`src/rtl/bcd_seg_scanner.sv`:
```
// bcd_seg_scanner: time-multiplexed 7-segment driver for a chain of BCD digits.
// Digits are snapshotted on a load strobe. A divider then steps through the
// display positions one at a time and drives active-low segments and anodes.
// Invalid digits are shown as a dash. Leading zeros can optionally be blanked.
`timescale 1ns/1ps
module bcd_seg_scanner #(
  parameter int NUM_DIGITS = 4,
  parameter int SCAN_DIV   = 50000,
  parameter int BLANK_LZ   = 1
) (
  input  logic                          clk,
  input  logic                          reset,
  input  logic [4*NUM_DIGITS-1:0]       bcd_in,
  input  logic [NUM_DIGITS-1:0]         dp_in,
  input  logic                          load,
  output logic [6:0]                    seg,
  output logic                          dp,
  output logic [NUM_DIGITS-1:0]         an,
  output logic [$clog2(NUM_DIGITS)-1:0] digit_idx,
  output logic                          frame_done
);

  localparam int IDX_W = $clog2(NUM_DIGITS);
  // A divide-by-one counter still needs one bit of storage.
  localparam int CNT_W = (SCAN_DIV > 1) ? $clog2(SCAN_DIV) : 1;
  localparam logic [IDX_W-1:0]      LAST_IDX = IDX_W'(NUM_DIGITS - 1);
  localparam logic [CNT_W-1:0]      CNT_LAST = CNT_W'(SCAN_DIV - 1);
  localparam logic [NUM_DIGITS-1:0] ONE_HOT0 = NUM_DIGITS'(1);

  // Stage 0: shadow copy of the digits and decimal points.
  logic [3:0]            sh_dig_p0 [NUM_DIGITS];
  logic [NUM_DIGITS-1:0] sh_dp_p0;

  logic [CNT_W-1:0]      scan_cnt;
  logic                  advance;
  logic [NUM_DIGITS-1:0] blank;
  logic                  zero_above;

  // Active-low {g,f,e,d,c,b,a}. Codes 10..15 are shown as a dash so a broken
  // counter stage is visible on the display.
  function automatic logic [6:0] bcd_to_seg(input logic [3:0] d);
    logic [6:0] s;
    case (d)
      4'd0:    s = 7'b1000000;
      4'd1:    s = 7'b1111001;
      4'd2:    s = 7'b0100100;
      4'd3:    s = 7'b0110000;
      4'd4:    s = 7'b0011001;
      4'd5:    s = 7'b0010010;
      4'd6:    s = 7'b0000010;
      4'd7:    s = 7'b1111000;
      4'd8:    s = 7'b0000000;
      4'd9:    s = 7'b0010000;
      default: s = 7'b0111111;
    endcase
    return s;
  endfunction

  assign advance = (scan_cnt == CNT_LAST);

  // Capture the digits and decimal points only when the load strobe is high.
  always_ff @(posedge clk or posedge reset) begin
    if (reset) begin
      for (int k = 0; k < NUM_DIGITS; k++) sh_dig_p0[k] <= 4'd0;
      sh_dp_p0 <= '0;
    end else if (load) begin
      for (int k = 0; k < NUM_DIGITS; k++) sh_dig_p0[k] <= bcd_in[4*k +: 4];
      sh_dp_p0 <= dp_in;
    end
  end

  // Scan divider and digit index. frame_done flags the wrap back to digit 0.
  always_ff @(posedge clk or posedge reset) begin
    if (reset) begin
      scan_cnt   <= '0;
      digit_idx  <= '0;
      frame_done <= 1'b0;
    end else begin
      frame_done <= advance && (digit_idx == LAST_IDX);
      if (advance) begin
        scan_cnt  <= '0;
        digit_idx <= (digit_idx == LAST_IDX) ? '0 : digit_idx + 1'b1;
      end else begin
        scan_cnt  <= scan_cnt + 1'b1;
      end
    end
  end

  // Leading-zero mask. Walk down from the most significant digit while every
  // digit seen so far is zero with no decimal point. Digit 0 always shows.
  always_comb begin
    blank      = '0;
    zero_above = 1'b1;
    for (int k = NUM_DIGITS - 1; k >= 1; k--) begin
      zero_above = zero_above && (sh_dig_p0[k] == 4'd0) && !sh_dp_p0[k];
      blank[k]   = (BLANK_LZ != 0) && zero_above;
    end
  end

  // Stage 1: registered display outputs built from the shadow and current index.
  always_ff @(posedge clk or posedge reset) begin
    if (reset) begin
      seg <= 7'h7F;
      dp  <= 1'b1;
      an  <= '1;
    end else if (blank[digit_idx]) begin
      seg <= 7'h7F;
      dp  <= 1'b1;
      an  <= '1;
    end else begin
      seg <= bcd_to_seg(sh_dig_p0[digit_idx]);
      dp  <= ~sh_dp_p0[digit_idx];
      an  <= ~(ONE_HOT0 << digit_idx);
    end
  end

endmodule

```
`config.mk`:
```
export PLATFORM = sky130hd
export DESIGN_NAME = bcd_seg_scanner
export DESIGN_NICKNAME = d
export VERILOG_FILES = /design/src/rtl/bcd_seg_scanner.sv
export SDC_FILE = /design/constraint.sdc
export NUM_CORES = 1
export LEC_CHECK = 0
export BUFFER_PORTS_ARGS = -buffer_cell sky130_fd_sc_hd__buf_2
export CAP_MARGIN = 40
export CELL_PAD_IN_SITES_DETAIL_PLACEMENT = 0
export CELL_PAD_IN_SITES_GLOBAL_PLACEMENT = 2
export CORE_AREA = 2 2 84 86
export DETAILED_ROUTE_END_ITERATION = 10
export DIE_AREA = 0 0 86 88
export HOLD_SLACK_MARGIN = 0.06
export PLACE_DENSITY = 0.77
export RECOVER_POWER = 100
export SLEW_MARGIN = 20
export SYNTH_ARGS = -nofsm -noshare
export SYNTH_HDL_FRONTEND = slang
export SYNTH_SLANG_ARGS = --single-unit
```
`constraint.sdc`:
```
create_clock -name clk -period 2.3 [get_ports clk]
set_input_delay 0.115 -clock clk [delete_from_list [all_inputs] [get_ports clk]]
set_output_delay 0.115 -clock clk [all_outputs]
set_load 0.02 [all_outputs]
```
# Word-level counts from Yosys, hierarchy flattened
# Memory sizes are Yosys's and may differ from the RTL's.
# Index checks and enable logic that the tools add are counted.
[totals]
regBits = 51
latch_bits = 0
ram_bits = 0
rom_bits = 112
inputBits = 23
output_inout_bits = 15
word_cells = 46
n_memories = 1
[memory_table]
columns = ["name", "words", "word_bits", "rd", "rd_ports_with_merged_regs", "write_ports", "line", "source"]
rows = [
  ["(no name shown)", 16, 7, 1, 0, 0, "43", "case (d)"],
]
[op_classes]
n_addsub = 2
n_mul = 0
n_div = 0
n_lt_le_gt_ge = 2
n_eq_ne = 2
n_shift = 1
n_mux = 12
n_bitwise = 3
n_reduce_logical = 12
[ops]
columns = ["operator", "count"]
rows = [
  ["adder 16 x 1 -> 16 bit (second input constant)", 1],
  ["equality test 16 bit (second input constant)", 1],
  ["two-way mux 16 bit", 1],
  ["zero test 4 bit", 3],
  ["two-way mux 4 bit", 3],
  ["binary-select mux 4 bit (select 2 bit)", 1],
  ["two-way mux 7 bit", 1],
  ["logical AND 1 bit", 6],
  ["binary-select mux 1 bit (select 2 bit)", 2],
  ["inverter 4 bit", 1],
  ["left shift 1 x 2 -> 4 bit (first input constant)", 1],
  ["greater-or-equal comparator 3 bit (second input constant)", 1],
  ["zero test 1 bit", 3],
  ["less-than comparator 2 x 3 -> 1 bit (second input constant)", 1],
  ["two-way mux 1 bit", 3],
  ["inverter 2 -> 3 bit", 1],
  ["adder 2 x 1 -> 2 bit (second input constant)", 1],
  ["equality test 2 bit (second input constant)", 1],
  ["two-way mux 2 bit", 1],
  ["inverter 1 bit", 1],
]

# Logic depth before layout (Yosys ltp)
# Gate-level depths: netlist of run 1.
[logic_depth]
ltp_word = 9
depth_mapped = 8
mapped_depth_nobuf = 7

# Worst setup path before layout of run 1
# Ideal clock, no wire load.
[synth_timing]
path_type = "reg-to-reg"
start = "register digit_idx[1]"
end = "register seg[3]"
setup_ps = 88
arrival_time_ps = 1875
required_ps = 2212
path_slack_ps = 337
path_stages_with_launch = 9
n_path_buf = 1
period_less_slack_ps = 1963
cell_sequence = "dfrtp_1 -> buf_6 -> mux4_2 -> inv_1 -> ha_1 -> inv_1 -> or2_1 -> mux2i_1 -> o21ai_1"
[synth_between]
elab_chain_len = 6
word_cells_on_any_way = 8
classes_between = "mux (6); bitwise (1); memory (1)"
[synth_rtl]
columns = ["item", "line", "source"]
rows = [
  ["start, declared", "19", "output logic [$clog2(NUM_DIGITS)-1:0] digit_idx,"],
  ["start signal, assigned", "82", "digit_idx <= (digit_idx == LAST_IDX) ? '0 : digit_idx + 1'b1;"],
  ["inverter 2 -> 3 bit (not written as such)", "111", "seg <= bcd_to_seg(sh_dig_p0[digit_idx]);"],
  ["binary-select mux 4 bit (select 2 bit)", "111", ""],
  ["two-way mux 4 bit (not written as such) (2 in series)", "111", ""],
  ["memory (16 x 7 bit)", "--", ""],
  ["two-way mux 7 bit *", "106", "end else if (blank[digit_idx]) begin"],
  ["end signal, assigned", "111", ""],
  ["end, declared", "16", "output logic [6:0] seg,"],
]
# Mark *: on every way between the ends. The rest lies on a longest branch, timed or not. The select of a mux whose other input is x is not followed.
# A chain may end at the register's enable or synchronous reset.

# Final worst setup path of run 1
# Ends and elaborated chain as after synthesis.

==> flow_summary.ini, run 1 <==
[outcome]
status = complete, no violations

[clocking]
post_cts.repair.setup_buffers = 0
clock_latency_ps = 300
cts_sinks = 51
cts_buffers = 5
cts_root_buffer = clkbuf_8
clk_path_buf_depth = 2
ctsHtreeMaxLevel = 2
clkSlewWorstSetupHoldPaths_ps = 90
cts_tree = built
cts_resized = 0

[sta]
period_needed_ps = 2080
slew-limit-headroom_pct = 48.0
rsz0062_at_grt = no
skew_ps = 4.36
fin_crit_sh_pct = 90.4
hold_violations = 0
fmax_mhz = 481
setup_tns_ps = 0
tightest_slew_ps = 780
layout_setup_ws_ps = 220
setup_viol = 0
slew_violations = 0

[drt]
wl_per_cell_um = 13.8
drc = 0
drtIter0Drc = 87
vias_per_cell = 4.82
firstDrtPassIters = 4
ant_nets = 0
drt-total-wl_mm = 4.69
vias = 1638

[setup_path]
worstReg2RegEnd = seg[3]$_DFF_PP1_
rr_worst_depth = 7
cp-start-kind = flip-flop
ff2ff_setup_slack_ps = 220
cp_max_fo = 10
r2r_start = digit_idx[1]$_DFFE_PP0N_
crit_required_ps = 2510
cp_data_arrival_time_ps = 2290
crit_type = flip-flop to flip-flop
cp-end-kind = flip-flop

[grt]
grt_max_degree = 24
grt_pass1_wl_mm = 7.87
grt_usage_pct = 13.4
grt_pass1_vias = 1558
grt.overflow.total = 0
antenna_found_initial = 0

[floorplanning]
initial_core_util_pct = 36.9
core_sq_um = 6640
pin_count = 38
rows = 30
die_area_sq_um = 7570
die_w_um = 86
die_y_um = 88

[synthesis]
avgSynthCellArea_sq_um = 12.6
synth_area_leaders = dfrtp_1 (40%), dfstp_2 (13%), mux2_2 (11%), ha_1 (5.1%), mux4_2 (4.6%)
yosysWarningCount = 0
synth-main-ff-cell = dfrtp_1
synth_edf_count = 0
synthArstFlopShare_pct = 100
synth_largest_area_cell = dfrtp_1
synth_area_sq_um = 2450
synth_top_area_share_pct = 39.8
ys_seq_area_share_pct = 52.7
syn_inst = 195
synth.distinct_cells = 36
ys_seq_elements = 51
syn_nets = 228

[layout]
fillCellCount = 639
drive_gt1_share_pct = 28.8
n_antenna_cell = 0
utilization_pct = 45.5
syn2layout_area_growth_pct = 23.2
nNetsFinal = 292

[placed_design]
io_buffers = 37
pre_cts_ws_ps = 246
dp_hpwl_mm = 3.38
routabilityCongestion = 0.729

[power_and_ir_drop]
p_total_mw = 1.90
cellPowerDensity_nw_per_um2 = 629
leakagePower_nw = 1.28
max-vdd-ir-drop_uv = 230

[min_path]
min_to = sh_dig_p0[11]$_DFFE_PP0P_
whs_path_depth = 2
min_path_type = input pin to flip-flop
hp-start = load

[job]
cap_violations = 0
-- cell families after synthesis --
kind of cell | count (synthesis) | share of synthesized area [%]
buf+inv | 17 | 3.88
compound gates | 19 | 5.31
simple gates | 56 | 12.8
mux | 30 | 16.0
flops | 51 | 52.7
xor+xnor | 12 | 4.29
fa+ha+maj | 10 | 5.10
-- sequential cells by signal, summed over array words and instances (netlist names) --
register and flops:
scan_cnt 16, sh_dig_p0 16, an 4, dp 1, digit_idx 2, seg 7
sh_dp_p0 4, frame_done 1
-- cell usage in the layout, fill, tap and decap left out, drive strengths merged --
cell type    instances
ha                  10
mux4                 5
nand4                4
bufinv               1
dlygate4sd3         21
or2                  4
or3                  2
clkinv               1
nor2b                1
and2                 3
or4                  3
mux2i                2
nor4b                2
inv                 10
nor3                 5
clkbuf              25
o22ai                3
nand3                7
o41ai                1
o21ai                8
a21oi                5
xor2                 4
nand2b               1
mux2                23
buf                 24
o2bb2ai              1
dfrtp               39
nor2                13
o21bai               1
xnor2                8
nor3b                2
dfstp               12
and4                 2
nand2                7
-- worst max path at each step --
| stage | start | endpoint | slack, ps | cells past startpoint |
|---|---|---|---|---|
| after floorplan | digit_idx[1]$_DFFE_PP0N_ | seg[3]$_DFF_PP1_ | 340 | 8 |
| after global placement | digit_idx[1]$_DFFE_PP0N_ | seg[3]$_DFF_PP1_ | 300 | 7 |
| after detailed placement | digit_idx[1]$_DFFE_PP0N_ | seg[3]$_DFF_PP1_ | 250 | 7 |
| after CTS | digit_idx[1]$_DFFE_PP0N_ | seg[3]$_DFF_PP1_ | 230 | 7 |
| after global routing | digit_idx[1]$_DFFE_PP0N_ | seg[3]$_DFF_PP1_ | 80 | 7 |
| final | digit_idx[1]$_DFFE_PP0N_ | seg[3]$_DFF_PP1_ | 220 | 7 |
-- layout make-up --
cell class,count,area [sq um],area share (%)
sequential,51,1290,42.8
multi-input combinational,127,1050,34.8
timing repair buffer,64,424,14.0
tap,80,100,3.31
clock buffer,6,82.6,2.73
inverter,10,37.5,1.24
clock inverter,2,35.0,1.16
-- routing by layer --
metal	global-route usage, %	vias to the layer above	wire length [um]
li1	-	808	-
met4	4.76	0	56
met2	19.9	32	2090
met1	19.4	793	2360
met5	0	-	0
met3	2.83	5	178
-- critical path: stages, from the launching register on --
cell	delay, ps
dfrtp_1	600
mux4_2	630
inv_1	130
ha_1	160
inv_1	40
or2_1	210
mux2i_1	120
o21ai_0	90
-- stage by stage --
stage	hold slack (ps)	area, sq um	cells
2_1_floorplan	267	2450	195
3_3_place_gp	348	2720	310
3_5_place_dp	143	2750	311
4_1_cts	352	3070	340
5_1_grt	366	3020	340
6_report	357	3020	340
-- power by group --
| part | switching [mW] | total, mW | internal, mW |
|---|---|---|---|
| sequential | 0.0319 | 1.00 | 0.969 |
| combinational | 0.126 | 0.252 | 0.126 |
| clock | 0.295 | 0.647 | 0.352 |
| total | 0.452 | 1.90 | 1.45 |
-- synth_stat cells (all sizes together), types with 5 or more instances --
| library cell | count |
|---|---|
| nand2 | 7 |
| xnor2 | 8 |
| nand3 | 7 |
| nor2 | 13 |
| dfstp | 12 |
| a21oi | 5 |
| mux4 | 5 |
| nor3 | 5 |
| mux2 | 23 |
| ha | 10 |
| buf | 5 |
| dfrtp | 39 |
| o21ai | 8 |
| inv | 10 |
-- repair_timing --
item                                    4_1_cts  5_1_grt
endpoints found under the setup margin        0        0
hold endpoints to repair                     38        0
hold buffers                                 21        0
Note: power is estimated with default switching activity, not from simulation.
==> run 2: changes to the inputs <==
--- a/config.mk
+++ b/config.mk
@@ -10,9 +10,9 @@
 export CELL_PAD_IN_SITES_DETAIL_PLACEMENT = 0
 export CELL_PAD_IN_SITES_GLOBAL_PLACEMENT = 2
-export CORE_AREA = 2 2 84 86
+export CORE_AREA = 2 2 81 83
 export DETAILED_ROUTE_END_ITERATION = 10
-export DIE_AREA = 0 0 86 88
+export DIE_AREA = 0 0 83 85
 export HOLD_SLACK_MARGIN = 0.06
-export PLACE_DENSITY = 0.77
+export PLACE_DENSITY = 0.82
 export RECOVER_POWER = 100
 export SLEW_MARGIN = 20
==> constraint.sdc (replaced) <==
create_clock -name clk -period 2.4 [get_ports clk]
set_input_delay 0.48 -clock clk [delete_from_list [all_inputs] [get_ports clk]]
set_output_delay 0.48 -clock clk [all_outputs]
set_load 0.02 [all_outputs]
==> flow_summary.ini, run 2 (same netlist as run 1, synthesis figures left out) <==
[sta]
period_needed_ps = 2070
fmax_mhz = 483
slew-limit-headroom_pct = 31.4
hold-worst-slack_ps = 409
tightest_slew_ps = 1030
slew_violations = 0
rsz0062_at_grt = no
skew_ps = 10.0
hold_violations = 0
fin_crit_sh_pct = 86.2
setup_tns_ps = 0
setup_viol = 0

[layout]
nNetsFinal = 269
layout_commonest_cell = dfrtp_1
seqCellArea_sq_um = 1290
layout_common_cells = dfrtp_1 (39), mux2_2 (23), buf_2 (22)
fillCellCount = 592
top_regs = scan_cnt (16), sh_dig_p0 (16), seg (7)
n_antenna_cell = 0
drive_gt1_share_pct = 31.2
syn2layout_area_growth_pct = 14.5
multi_input_area_sq_um = 1050

[grt]
antenna_found_initial = 0
grt.overflow.total = 0
grt_usage_pct = 13.1
grt_max_degree = 27
grt_pass1_wl_mm = 7.42
grt_pass1_vias = 1525

[min_path]
min_path_type = input pin to asynchronous set/reset pin

[floorplanning]
core_sq_um = 6200
initial_core_util_pct = 39.5
rows = 29
die_area_sq_um = 7060
die_y_um = 85
die_w_um = 83
pin_count = 38

[clocking]
cts_root_buffer = clkbuf_8
clkSlewWorstSetupHoldPaths_ps = 100
cts_tree = built
cts_sinks = 51
post_cts.repair.setup_buffers = 0
cts_resized = 0
clock_latency_ps = 300
postCtsHoldBufs = 0
cts_buffers = 5
ctsHtreeMaxLevel = 2
clk_path_buf_depth = 2

[placed_design]
dp_hpwl_mm = 3.19
io_buffers = 37
routabilityCongestion = 0.800

[setup_path]
cp_data_arrival_time_ps = 2280
rr_worst_depth = 7
r2r_start = digit_idx[1]$_DFFE_PP0N_
cp-end-kind = flip-flop
worstReg2RegEnd = seg[3]$_DFF_PP1_
path_cells = mux4_2 -> inv_1 -> ha_1 -> inv_1 -> or2_1 -> mux2i_1 -> o21ai_0
cp-start-kind = flip-flop
crit_type = flip-flop to flip-flop
crit_required_ps = 2610
ff2ff_setup_slack_ps = 330
cp_max_fo = 10
critical_path.max_stage_delay_ps = 630
path_common_cell = inv_1
cp_slowest_cell = mux4_2

[power_and_ir_drop]
leakagePower_nw = 1.19
cellPowerDensity_nw_per_um2 = 665
max-vdd-ir-drop_uv = 328

[drt]
drc = 0
vias = 1559
wl_per_cell_um = 13.6
firstDrtPassIters = 4
vias_per_cell = 4.96
drtIter0Drc = 79
ant_nets = 0
drt-total-wl_mm = 4.27

[outcome]
status = complete, no violations

[job]
cap_violations = 0
## run 2: cell types whose count changed in the layout (fill, tap and decap cells not counted), sizes merged
cell	previous run	this run
bufinv	1	2
clkinvlp	0	1
clkinv	1	0
clkbuf	25	23
dlygate4sd3	21	0
buf	24	23
## run 2: layer usage
layer / up-vias / share of wire, % / GRT usage (%)
li1: 763 / - / -
met1: 750 / 50 / 18.7
met2: 42 / 44 / 19.0
met3: 4 / 5.6 / 4.28
met4: 0 / 1.1 / 4.32
met5: - / 0 / 0
## run 2: cell type report
type                            count  area share, %
Timing Repair Buffer               41           7.04
Clock buffer                        5           2.45
Tap cell                           77           3.43
Inverter                           10           1.34
Multi-Input combinational cell    127           37.4
Clock inverter                      3           2.41
Sequential cell                    51           46.0
## run 2: worst max-delay path by stage
stage / startpoint / endpoint / slack, ps / depth (start not counted)
3_3_place_gp: digit_idx[1]$_DFFE_PP0N_ / seg[3]$_DFF_PP1_ / 410 / 7
2_1_floorplan: digit_idx[1]$_DFFE_PP0N_ / seg[3]$_DFF_PP1_ / 440 / 8
6_report: digit_idx[1]$_DFFE_PP0N_ / seg[3]$_DFF_PP1_ / 330 / 7
5_1_grt: digit_idx[1]$_DFFE_PP0N_ / seg[3]$_DFF_PP1_ / 160 / 7
4_1_cts: digit_idx[1]$_DFFE_PP0N_ / seg[3]$_DFF_PP1_ / 330 / 7
3_5_place_dp: digit_idx[1]$_DFFE_PP0N_ / seg[3]$_DFF_PP1_ / 380 / 7
## run 2: critical path, delay by kind of cell (launching register included)
kind / cells / cell delay [ps]
AND/OR/NAND/NOR: 1 / 210
adder cells (fa/ha/maj): 1 / 160
flip-flops: 1 / 590
buffers and inverters: 2 / 180
multiplexers: 2 / 760
AO/OA/AOI/OAI: 1 / 90
## run 2: stage by stage
step / area [sq um] / instances / setup slack [ps] / utilization [%] / total power, mW
2_1_floorplan: 2450 / 195 / 437 / - / 1.13
3_3_place_gp: 2720 / 306 / 414 / 43.8 / 1.20
3_5_place_dp: 2720 / 306 / 379 / 43.8 / 1.20
4_1_cts: 2860 / 314 / 332 / 46.0 / 1.90
5_1_grt: 2810 / 314 / 156 / 45.3 / 1.96
6_report: 2810 / 314 / 331 / 45.3 / 1.87
## run 2: power breakdown
group | internal [mW] | leakage (nW) | switching [mW]
Sequential | 0.929 | 0.611 | 0.0313
Combinational | 0.0967 | 0.512 | 0.114
Clock | 0.416 | 0.0644 | 0.281
